File: config.mk
export PLATFORM = sky130hd
export DESIGN_NAME = mem_port_arbiter_flat
export DESIGN_NICKNAME = d
export VERILOG_FILES = /design/src/rtl/mem_port_arbiter_pkg.sv /design/src/rtl/mem_port_arbiter_if.sv /design/src/rtl/mem_port_arbiter_starve.sv /design/src/rtl/mem_port_arbiter.sv /design/src/flat_wrapper.sv
export SDC_FILE = /design/constraint.sdc
export NUM_CORES = 1
export LEC_CHECK = 0
export BUFFER_PORTS_ARGS = -buffer_cell sky130_fd_sc_hd__buf_2
export CAP_MARGIN = 40
export CORE_AREA = 2 2 81 83
export DETAILED_ROUTE_END_ITERATION = 8
export DIE_AREA = 0 0 83 85
export PLACE_DENSITY = 0.62
export RECOVER_POWER = 50
export SLEW_MARGIN = 10
export SYNTH_ARGS = -nofsm -noshare
export SYNTH_HDL_FRONTEND = slang
export SYNTH_SLANG_ARGS = --single-unit
File: constraint.sdc
create_clock -name clk -period 2.4 [get_ports clk]
set_clock_uncertainty 0.15 [all_clocks]
set_input_delay 0.12 -clock clk [delete_from_list [all_inputs] [get_ports clk]]
set_output_delay 0.12 -clock clk [all_outputs]
set_load 0.02 [all_outputs]
File: src/rtl/mem_port_arbiter_pkg.sv
// Shared types and default sizes for the single-port RAM arbiter.
// Used by the instruction-fetch, MEM-stage and program-loader ports.
package mem_arb_pkg;
  localparam int ADDR_W_DEF     = 8;
  localparam int DATA_W_DEF     = 32;
  localparam int STARVE_LIM_DEF = 4;

  typedef enum logic [1:0] {RUN = 2'd0, LOAD = 2'd1, EXIT = 2'd2} arb_state_e;
  typedef enum logic [1:0] {REQ_NONE = 2'd0, REQ_IF = 2'd1, REQ_DM = 2'd2, REQ_LD = 2'd3} req_id_e;
endpackage

File: src/rtl/mem_port_arbiter_if.sv
// Requester and RAM-side bus of the arbiter.
// master = requesters + RAM model, slave = arbiter.
interface mem_port_arbiter_if import mem_arb_pkg::*; #(
  parameter int ADDR_W = ADDR_W_DEF,
  parameter int DATA_W = DATA_W_DEF
) ();
  logic              if_req, if_gnt, if_rvalid;
  logic [ADDR_W-1:0] if_addr;
  logic              dm_req, dm_we, dm_gnt, dm_rvalid;
  logic [ADDR_W-1:0] dm_addr;
  logic [DATA_W-1:0] dm_wdata;
  logic              ld_mode, ld_req, ld_we, ld_gnt, ld_rvalid;
  logic [ADDR_W-1:0] ld_addr;
  logic [DATA_W-1:0] ld_wdata;
  logic [DATA_W-1:0] rdata;
  logic              mem_en, mem_we;
  logic [ADDR_W-1:0] mem_addr;
  logic [DATA_W-1:0] mem_wdata, mem_rdata;

  modport master (
    output if_req, if_addr, dm_req, dm_we, dm_addr, dm_wdata,
           ld_mode, ld_req, ld_we, ld_addr, ld_wdata, mem_rdata,
    input  if_gnt, if_rvalid, dm_gnt, dm_rvalid, ld_gnt, ld_rvalid, rdata,
           mem_en, mem_we, mem_addr, mem_wdata
  );

  modport slave (
    input  if_req, if_addr, dm_req, dm_we, dm_addr, dm_wdata,
           ld_mode, ld_req, ld_we, ld_addr, ld_wdata, mem_rdata,
    output if_gnt, if_rvalid, dm_gnt, dm_rvalid, ld_gnt, ld_rvalid, rdata,
           mem_en, mem_we, mem_addr, mem_wdata
  );
endinterface

File: src/rtl/mem_port_arbiter_starve.sv
// Counts consecutive denied fetch cycles; promote_o once the limit is reached.
module starve_counter #(
  parameter int STARVE_LIM = 4
) (
  input  logic clk,
  input  logic rst_n,
  input  logic inc_i,
  input  logic clr_i,
  output logic promote_o
);
  localparam int CW = $clog2(STARVE_LIM + 2);
  localparam logic [CW-1:0] LIM = CW'(STARVE_LIM);

  logic [CW-1:0] cnt_q, cnt_d;

  always_comb begin
    cnt_d = cnt_q;
    if (clr_i)                    cnt_d = '0;
    else if (inc_i && cnt_q != LIM) cnt_d = cnt_q + CW'(1);
  end

  always_ff @(posedge clk or negedge rst_n)
    if (!rst_n) cnt_q <= '0;
    else        cnt_q <= cnt_d;

  assign promote_o = (cnt_q == LIM);
endmodule

File: src/rtl/mem_port_arbiter.sv
// Arbitrates fetch, MEM-stage and loader accesses onto one synchronous RAM port.
// Grants are combinational; read data returns one cycle later tagged by requester id.
module mem_port_arbiter import mem_arb_pkg::*; #(
  parameter int ADDR_W     = ADDR_W_DEF,
  parameter int DATA_W     = DATA_W_DEF,
  parameter int STARVE_LIM = STARVE_LIM_DEF
) (
  input  logic                clk,
  input  logic                rst_n,
  mem_port_arbiter_if.slave   bus,
  output logic                stall_o
);
  arb_state_e state_q, state_d;
  req_id_e    tag_q, tag_d, gnt_id;
  logic       if_gnt, dm_gnt, ld_gnt, promote, starve_clr;

  assign starve_clr = (state_q != RUN) | ~bus.if_req | if_gnt;

  starve_counter #(.STARVE_LIM(STARVE_LIM)) u_starve (
    .clk(clk), .rst_n(rst_n),
    .inc_i(~starve_clr), .clr_i(starve_clr),
    .promote_o(promote)
  );

  // Grants are forced low during reset so nothing reaches the RAM.
  always_comb begin
    if_gnt = 1'b0;
    dm_gnt = 1'b0;
    ld_gnt = 1'b0;
    if (rst_n) begin
      unique case (state_q)
        RUN: if (!bus.ld_mode) begin
          dm_gnt = bus.dm_req & ~(promote & bus.if_req);
          if_gnt = bus.if_req & ~dm_gnt;
        end
        LOAD:    ld_gnt = bus.ld_req;
        default: ;
      endcase
    end
  end

  always_comb begin
    gnt_id = REQ_NONE;
    if (if_gnt)      gnt_id = REQ_IF;
    else if (dm_gnt) gnt_id = REQ_DM;
    else if (ld_gnt) gnt_id = REQ_LD;
  end

  always_comb begin
    bus.mem_we    = 1'b0;
    bus.mem_addr  = '0;
    bus.mem_wdata = '0;
    unique case (gnt_id)
      REQ_IF: bus.mem_addr = bus.if_addr;
      REQ_DM: begin
        bus.mem_we    = bus.dm_we;
        bus.mem_addr  = bus.dm_addr;
        bus.mem_wdata = bus.dm_wdata;
      end
      REQ_LD: begin
        bus.mem_we    = bus.ld_we;
        bus.mem_addr  = bus.ld_addr;
        bus.mem_wdata = bus.ld_wdata;
      end
      default: ;
    endcase
  end

  assign bus.mem_en = if_gnt | dm_gnt | ld_gnt;
  assign bus.if_gnt = if_gnt;
  assign bus.dm_gnt = dm_gnt;
  assign bus.ld_gnt = ld_gnt;

  assign tag_d = (gnt_id != REQ_NONE && !bus.mem_we) ? gnt_id : REQ_NONE;

  always_comb begin
    state_d = state_q;
    unique case (state_q)
      RUN:     if (bus.ld_mode)  state_d = LOAD;
      LOAD:    if (!bus.ld_mode) state_d = EXIT;
      default: state_d = RUN;
    endcase
  end

  always_ff @(posedge clk or negedge rst_n)
    if (!rst_n) begin
      state_q <= RUN;
      tag_q   <= REQ_NONE;
    end else begin
      state_q <= state_d;
      tag_q   <= tag_d;
    end

  assign bus.if_rvalid = (tag_q == REQ_IF);
  assign bus.dm_rvalid = (tag_q == REQ_DM);
  assign bus.ld_rvalid = (tag_q == REQ_LD);
  assign bus.rdata     = (tag_q != REQ_NONE) ? bus.mem_rdata : '0;

  assign stall_o = rst_n & ((bus.if_req & ~if_gnt) | (bus.dm_req & ~dm_gnt));
endmodule

File: src/flat_wrapper.sv
// flat-port wrapper written by rule: the top's interface ports become plain ports
module mem_port_arbiter_flat import mem_arb_pkg::*;
#(
  parameter int ADDR_W     = ADDR_W_DEF,
  parameter int DATA_W     = DATA_W_DEF,
  parameter int STARVE_LIM = STARVE_LIM_DEF
)
  (clk, rst_n, stall_o, bus_if_req, bus_if_addr, bus_dm_req, bus_dm_we, bus_dm_addr, bus_dm_wdata, bus_ld_mode, bus_ld_req, bus_ld_we, bus_ld_addr, bus_ld_wdata, bus_mem_rdata, bus_if_gnt, bus_if_rvalid, bus_dm_gnt, bus_dm_rvalid, bus_ld_gnt, bus_ld_rvalid, bus_rdata, bus_mem_en, bus_mem_we, bus_mem_addr, bus_mem_wdata);
  mem_port_arbiter_if #(.ADDR_W(ADDR_W), .DATA_W(DATA_W)) bus_i ();
  input  logic clk;
  input  logic rst_n;
  output logic stall_o;
  input wire logic [$bits(bus_i.if_req)-1:0] bus_if_req;
  input wire logic [$bits(bus_i.if_addr)-1:0] bus_if_addr;
  input wire logic [$bits(bus_i.dm_req)-1:0] bus_dm_req;
  input wire logic [$bits(bus_i.dm_we)-1:0] bus_dm_we;
  input wire logic [$bits(bus_i.dm_addr)-1:0] bus_dm_addr;
  input wire logic [$bits(bus_i.dm_wdata)-1:0] bus_dm_wdata;
  input wire logic [$bits(bus_i.ld_mode)-1:0] bus_ld_mode;
  input wire logic [$bits(bus_i.ld_req)-1:0] bus_ld_req;
  input wire logic [$bits(bus_i.ld_we)-1:0] bus_ld_we;
  input wire logic [$bits(bus_i.ld_addr)-1:0] bus_ld_addr;
  input wire logic [$bits(bus_i.ld_wdata)-1:0] bus_ld_wdata;
  input wire logic [$bits(bus_i.mem_rdata)-1:0] bus_mem_rdata;
  output wire logic [$bits(bus_i.if_gnt)-1:0] bus_if_gnt;
  output wire logic [$bits(bus_i.if_rvalid)-1:0] bus_if_rvalid;
  output wire logic [$bits(bus_i.dm_gnt)-1:0] bus_dm_gnt;
  output wire logic [$bits(bus_i.dm_rvalid)-1:0] bus_dm_rvalid;
  output wire logic [$bits(bus_i.ld_gnt)-1:0] bus_ld_gnt;
  output wire logic [$bits(bus_i.ld_rvalid)-1:0] bus_ld_rvalid;
  output wire logic [$bits(bus_i.rdata)-1:0] bus_rdata;
  output wire logic [$bits(bus_i.mem_en)-1:0] bus_mem_en;
  output wire logic [$bits(bus_i.mem_we)-1:0] bus_mem_we;
  output wire logic [$bits(bus_i.mem_addr)-1:0] bus_mem_addr;
  output wire logic [$bits(bus_i.mem_wdata)-1:0] bus_mem_wdata;
  assign bus_i.if_req = bus_if_req;
  assign bus_i.if_addr = bus_if_addr;
  assign bus_i.dm_req = bus_dm_req;
  assign bus_i.dm_we = bus_dm_we;
  assign bus_i.dm_addr = bus_dm_addr;
  assign bus_i.dm_wdata = bus_dm_wdata;
  assign bus_i.ld_mode = bus_ld_mode;
  assign bus_i.ld_req = bus_ld_req;
  assign bus_i.ld_we = bus_ld_we;
  assign bus_i.ld_addr = bus_ld_addr;
  assign bus_i.ld_wdata = bus_ld_wdata;
  assign bus_i.mem_rdata = bus_mem_rdata;
  assign bus_if_gnt = bus_i.if_gnt;
  assign bus_if_rvalid = bus_i.if_rvalid;
  assign bus_dm_gnt = bus_i.dm_gnt;
  assign bus_dm_rvalid = bus_i.dm_rvalid;
  assign bus_ld_gnt = bus_i.ld_gnt;
  assign bus_ld_rvalid = bus_i.ld_rvalid;
  assign bus_rdata = bus_i.rdata;
  assign bus_mem_en = bus_i.mem_en;
  assign bus_mem_we = bus_i.mem_we;
  assign bus_mem_addr = bus_i.mem_addr;
  assign bus_mem_wdata = bus_i.mem_wdata;
  mem_port_arbiter #(.ADDR_W(ADDR_W), .DATA_W(DATA_W), .STARVE_LIM(STARVE_LIM)) u_core (.clk(clk), .rst_n(rst_n), .bus(bus_i), .stall_o(stall_o));
endmodule
### After elaboration in Yosys (flattened, before gate mapping)

Cells that the tools add are included.

* word-level logic and storage cells: 62
* bits of input ports: 128
* register bits after elaboration: 7

* add/sub/neg operators: 1
* mux-type cells: 21
* reduce and logical (&&, ||, !) cells: 9
* bitwise logic cells: 17
* eq/ne operators: 11

Operators by type and width (count)
* $pmux 32 s2: 1
* $mux 32: 1
* $pmux 8 s3: 1
* $mux 2: 6
* $eq 2x2->1 const B: 4
* $mux 1: 8
* $reduce_bool 2->1: 4
* $and 1x1->1: 6
* $eq 2x1->1 const B: 3
* $mux 3: 2
* $not 1->1: 6
* $or 1x1->1: 5
* $ne 2x2->1 const B: 2
* $pmux 2 s2: 1
* $add 3x1->3 const B: 1
* $eq 3x3->1 const B: 1
* $ne 3x3->1 const B: 1
* $logic_and 1x1->1: 2
* $logic_not 2->1: 1
* $pmux 1 s2: 1
* $reduce_and 2->1: 1
* $logic_not 1->1: 1

### Longest topological paths before layout

* depth in word-level cells: 15
* depth in mapped cells: 7
* depth with buffers taken out: 5

### Hierarchy

From an unflattened synthesis, not the netlist that was laid out.

* cells, all modules: 152
* area total of the unflattened synthesis: 1183.6 sq um

By module, submodules not included
* mem_port_arbiter: area an instance 991.0 sq um, times used 1, sequential area each 100.1 sq um, cells each 134
* starve_counter: area an instance 192.7 sq um, times used 1, sequential area each 75.1 sq um, cells each 18

### Least setup slack after synthesis

OpenSTA, ideal clock, no wires.

* kind: reg2out
* start: register u_core.u_starve.cnt_q[0]
* end: output bus_mem_addr[1]
* cell stages (with the launch flop): 8
* data required time: 2.130 ns
* arrival: 1.824 ns
* path slack: 0.306 ns
* buffers on the path: 2
* cell sequence: dfrtp_1 > inv_1 > ha_1 > nand3_1 > buf_2 > and2_1 > buf_1 > o311ai_2

* cells in the longest elaborated chain, start to end: 12
* elaborated cells between the ends (all ways): 18
* those cells by class: eq/ne (4); mux (9); bitwise (5)

Ends and longest elaborated chain
* from (decl): line mem_port_arbiter_starve.sv:14 `logic [CW-1:0] cnt_q, cnt_d;`
* from (signal assigned): line mem_port_arbiter_starve.sv:24 `else cnt_q <= cnt_d;`
* $eq 3x3->1 *: line mem_port_arbiter_starve.sv:26 `assign promote_o = (cnt_q == LIM);`
* $and 1x1->1 *: line mem_port_arbiter.sv:33 `dm_gnt = bus.dm_req & ~(promote & bus.if_req);`
* $not 1->1 *: line mem_port_arbiter.sv:33
* $and 1x1->1 *: line mem_port_arbiter.sv:33
* $not 1->1: line mem_port_arbiter.sv:34 `if_gnt = bus.if_req & ~dm_gnt;`
* $and 1x1->1: line mem_port_arbiter.sv:34
* $mux 1: line mem_port_arbiter.sv:32 `RUN: if (!bus.ld_mode) begin`
* $mux 1: line mem_port_arbiter.sv:31 `unique case (state_q)`
* $mux 1: line mem_port_arbiter.sv:30 `if (rst_n) begin`
* $mux 2 *: line mem_port_arbiter.sv:44 `if (if_gnt) gnt_id = REQ_IF;`
* $eq 2x2->1 or $eq 2x1->1 (tied branches): line mem_port_arbiter.sv:53 `unique case (gnt_id)`
* $pmux 8 s3 *: line mem_port_arbiter.sv:53
* to (decl): line flat_wrapper.sv:34 `output wire logic [$bits(bus_i.mem_addr)-1:0] bus_mem_addr;`

Mark *: on every way between the ends. The rest lies on a longest branch, timed or not.

### Worst setup path after layout

* start: register u_core.state_q[1]
* end: output bus_mem_addr[0]

* cells in the longest elaborated chain, start to end: 8
* elaborated cells between the ends (all ways): 15
* those cells by class: eq/ne (4); mux (10); reduce/logical (1)

Ends and longest elaborated chain
* from (decl): line mem_port_arbiter.sv:13 `arb_state_e state_q, state_d;`
* from (signal assigned): line mem_port_arbiter.sv:90 `state_q <= state_d;`
* $eq 2x1->1: line mem_port_arbiter.sv:31
* $mux 1: line mem_port_arbiter.sv:31
* $mux 1: line mem_port_arbiter.sv:30
* $mux 2: line mem_port_arbiter.sv:46 `else if (ld_gnt) gnt_id = REQ_LD;`
* $mux 2: line mem_port_arbiter.sv:45 `else if (dm_gnt) gnt_id = REQ_DM;`
* $mux 2 *: line mem_port_arbiter.sv:44
* $eq 2x2->1 or $eq 2x1->1 (tied branches): line mem_port_arbiter.sv:53
* $pmux 8 s3 *: line mem_port_arbiter.sv:53

Marks and branches as above.

==> flow_summary.toml <==
[logic_synthesis]
ys_types = 33
syn-num-nets = 288
synth_commonest_cells = "35 x nor2b_1, 32 x a22o_1, 13 x inv_1, 12 x nand2_1, 9 x nand4_1"
synth_edf_count = 0
ys_seq_area_frac = 0.140
ys.flop_type = "dfrtp_1"
netlist_instances = 158
avgSynthCellArea_um2 = 7.94
synth_area_leaders = "a22o_1 22%, nor2b_1 17%, dfrtp_1 14%, o311ai_2 9.1%, nand4_1 4.5%"
synthesis.area_mm2 = 0.00125
synth_top_area_cell = "a22o_1"
synth_warnings = 0
yosys_register_bits = 7
synth.most_common_cell = "nor2b_1"
synth_top_area_frac = 0.223
async_reset_ff_frac = 1.00

[critical_path]
required_ps = 2130
critPathCaptureType = "primary output"
critPathKind = "reg2out"
r2r_cells = 6
path_max_fanout = 9
crit_path_start_kind = "flop"
reg2reg_to = "u_core.tag_q[1]"
cp_num_buf_inv = 1
rr_startpoint = "u_core.u_starve.cnt_q[0]"
crit_slowest_cell = "or3b_4"
cp.arrival_ps = 2000
cp_top_family = "simple AND/OR/NAND/NOR gates"
crit_cells = 4
slowest_delay_ps = 450
r2r_slack_ps = 610
path_cells = "or3b_4 > or3_4 > o311ai_4 > buf_2"

[final_layout]
layout.cells.non_filler = 438
multiInputGateArea_um2 = 960
nFillCells = 684
finish.utilization = 0.387
final_nets = 492
fin_area_mm2 = 0.00240
drive_gt1_frac = 0.543
areaGrowthSynthToFinish_pct = 91.4
layout.area.seq_um2 = 175
n_antenna_cell = 0

[detailed_routing]
first_pass_iters = 4
drt_iter0_markers = 57
dr_total_vias = 1969
route.detailed.drc = 0
ant_nets = 0
routed_via_density = 4.50
wl_per_cell_um = 13.5
wirelength_um = 5900

[sta]
rsz0062_at_grt = "false"
worst_hold_slack_ps = 6.11
hold_violations = 0
drv_slew = 0
fin_crit_sh = 0.945
tns_ps = 0
finalSetupViolCount = 0
maxSlewHeadroom = 0.626
worst_pin_slew_ps = 561
clock.fmax_ghz = 0.441
min_period_ps = 2270

[die]
fp.dieH_um = 85
start_util = 0.202
die_area_mm2 = 0.00706
io_pins = 209
die_w_um = 83
num_rows = 29
core_area_mm2 = 0.00620

[run]
drv_cap = 0

[grt]
grt_pass1_wl_um = 9140
overflow = 0
grtUsageTotal = 0.153
grt_pass1_vias = 1892
grt_max_degree = 41
grt_antenna_before_repair = 0

[cts]
cts_htree_levels = 1
clk_latency_ps = 230
cts_max_path_buffers = 2
cts_buffers = 3
cts_tree = "done"
cts.sinks = 7
clk_pin_slew_worst_paths_ps = 40
clockRootBuffer = "clkbuf_8"

[placed_design]
gp_congestion = 0.824
dp.cells = 432
dp_hpwl_um = 4960
place_area_mm2 = 0.00237
portBuffers = 208

[pwr]
p_leak_nw = 1.33
powerDensity_mw_per_mm2 = 288
irDropWorstVdd_mv = 0.337

[worst_hold_path]
hold_start = "bus_ld_mode"
whs_path_depth = 2
min_path_type = "in2reg"
hold_end = "u_core.state_q[1]"

[outcome]
status = "finished, final reports clean"
==> layout make-up <==
cell class	count	area share
inverters	14	0.0219
clock buffers	4	0.0188
repair buffers	215	0.447
well taps	77	0.0401
multi-input cells	121	0.399
flip-flops and latches	7	0.0729
==> power breakdown <==
part / switching (W) / internal (W)
Combinational: 0.000219 / 0.000172
Clock: 0.0000553 / 0.000115
Sequential: 0.00000723 / 0.000125
==> how the worst max path moves through the flow <==
stage	from	endpoint	slack (ps)
2_1_floorplan	u_core.u_starve.cnt_q[0]	bus_mem_addr[1]	310
3_3_place_gp	u_core.state_q[1]	bus_mem_addr[5]	250
3_5_place_dp	u_core.state_q[1]	bus_mem_addr[7]	210
4_1_cts	u_core.u_starve.cnt_q[0]	bus_mem_addr[5]	100
5_1_grt	u_core.u_starve.cnt_q[0]	bus_mem_wdata[9]	1
6_report	u_core.state_q[1]	bus_mem_addr[0]	130
==> cells by family (layout without fill, tap and decap cells) <==
logic type | count (synthesis) | count (layout) | share of synthesized area
muxes | 1 | 1 | 0.00798
buffers and inverters | 30 | 233 | 0.108
and+or+nand+nor | 71 | 71 | 0.332
AOI/OAI and AO/OA | 45 | 45 | 0.378
xor gates and xnor gates | 1 | 1 | 0.00698
adders and majority gates | 3 | 3 | 0.0279
DFF | 7 | 7 | 0.140
==> layer usage <==
metal / up-vias / track usage / wire, µm
li1: 988 / - / -
met3: 10 / 0.0428 / 478
met5: - / 0 / 0
met1: 878 / 0.195 / 2430
met4: 0 / 0.0343 / 116
met2: 93 / 0.258 / 2880
==> placed cells by master, fill, tap and decap left out, types with 3 or more instances in the layout <==
cell type / synthesis / layout
inv_1: 13 / 13
nand2_1: 12 / 12
buf_2: 3 / 174
clkbuf_8: 0 / 3
nor2b_1: 35 / 35
a22o_1: 32 / 32
o311ai_2: 7 / 7
clkbuf_1: 8 / 35
nand4_1: 9 / 9
nor3_1: 3 / 3
dfrtp_1: 7 / 7
==> worst register-to-register path: stages, from the launching register on <==
cell,delay (ps)
dfrtp_1,400
inv_1,70
ha_1,180
nand3_1,210
and3_1,260
buf_8,170
o211a_1,230
==> repair_timing <==
item	CTS	global route
hold endpoints to repair	8	0
resized for setup	1	3
hold buffers	2	0
setup buffers	0	0
setup endpoints to repair	8	22
==> flip-flops by register name, indices dropped and copies added (netlist names) <==
| signal | flops |
|---|---|
| u_core.tag_q | 2 |
| u_core.u_starve.cnt_q | 3 |
| u_core.state_q | 2 |
==> stage by stage <==
step,total power [W],setup WS (ps)
after global placement,0.000523,249
final,0.000693,132
after global routing,0.000735,1.02
after detailed placement,0.000528,214
after CTS,0.000704,103
after floorplan,0.000341,306
No activity file was read; power rests on OpenSTA's default activity.
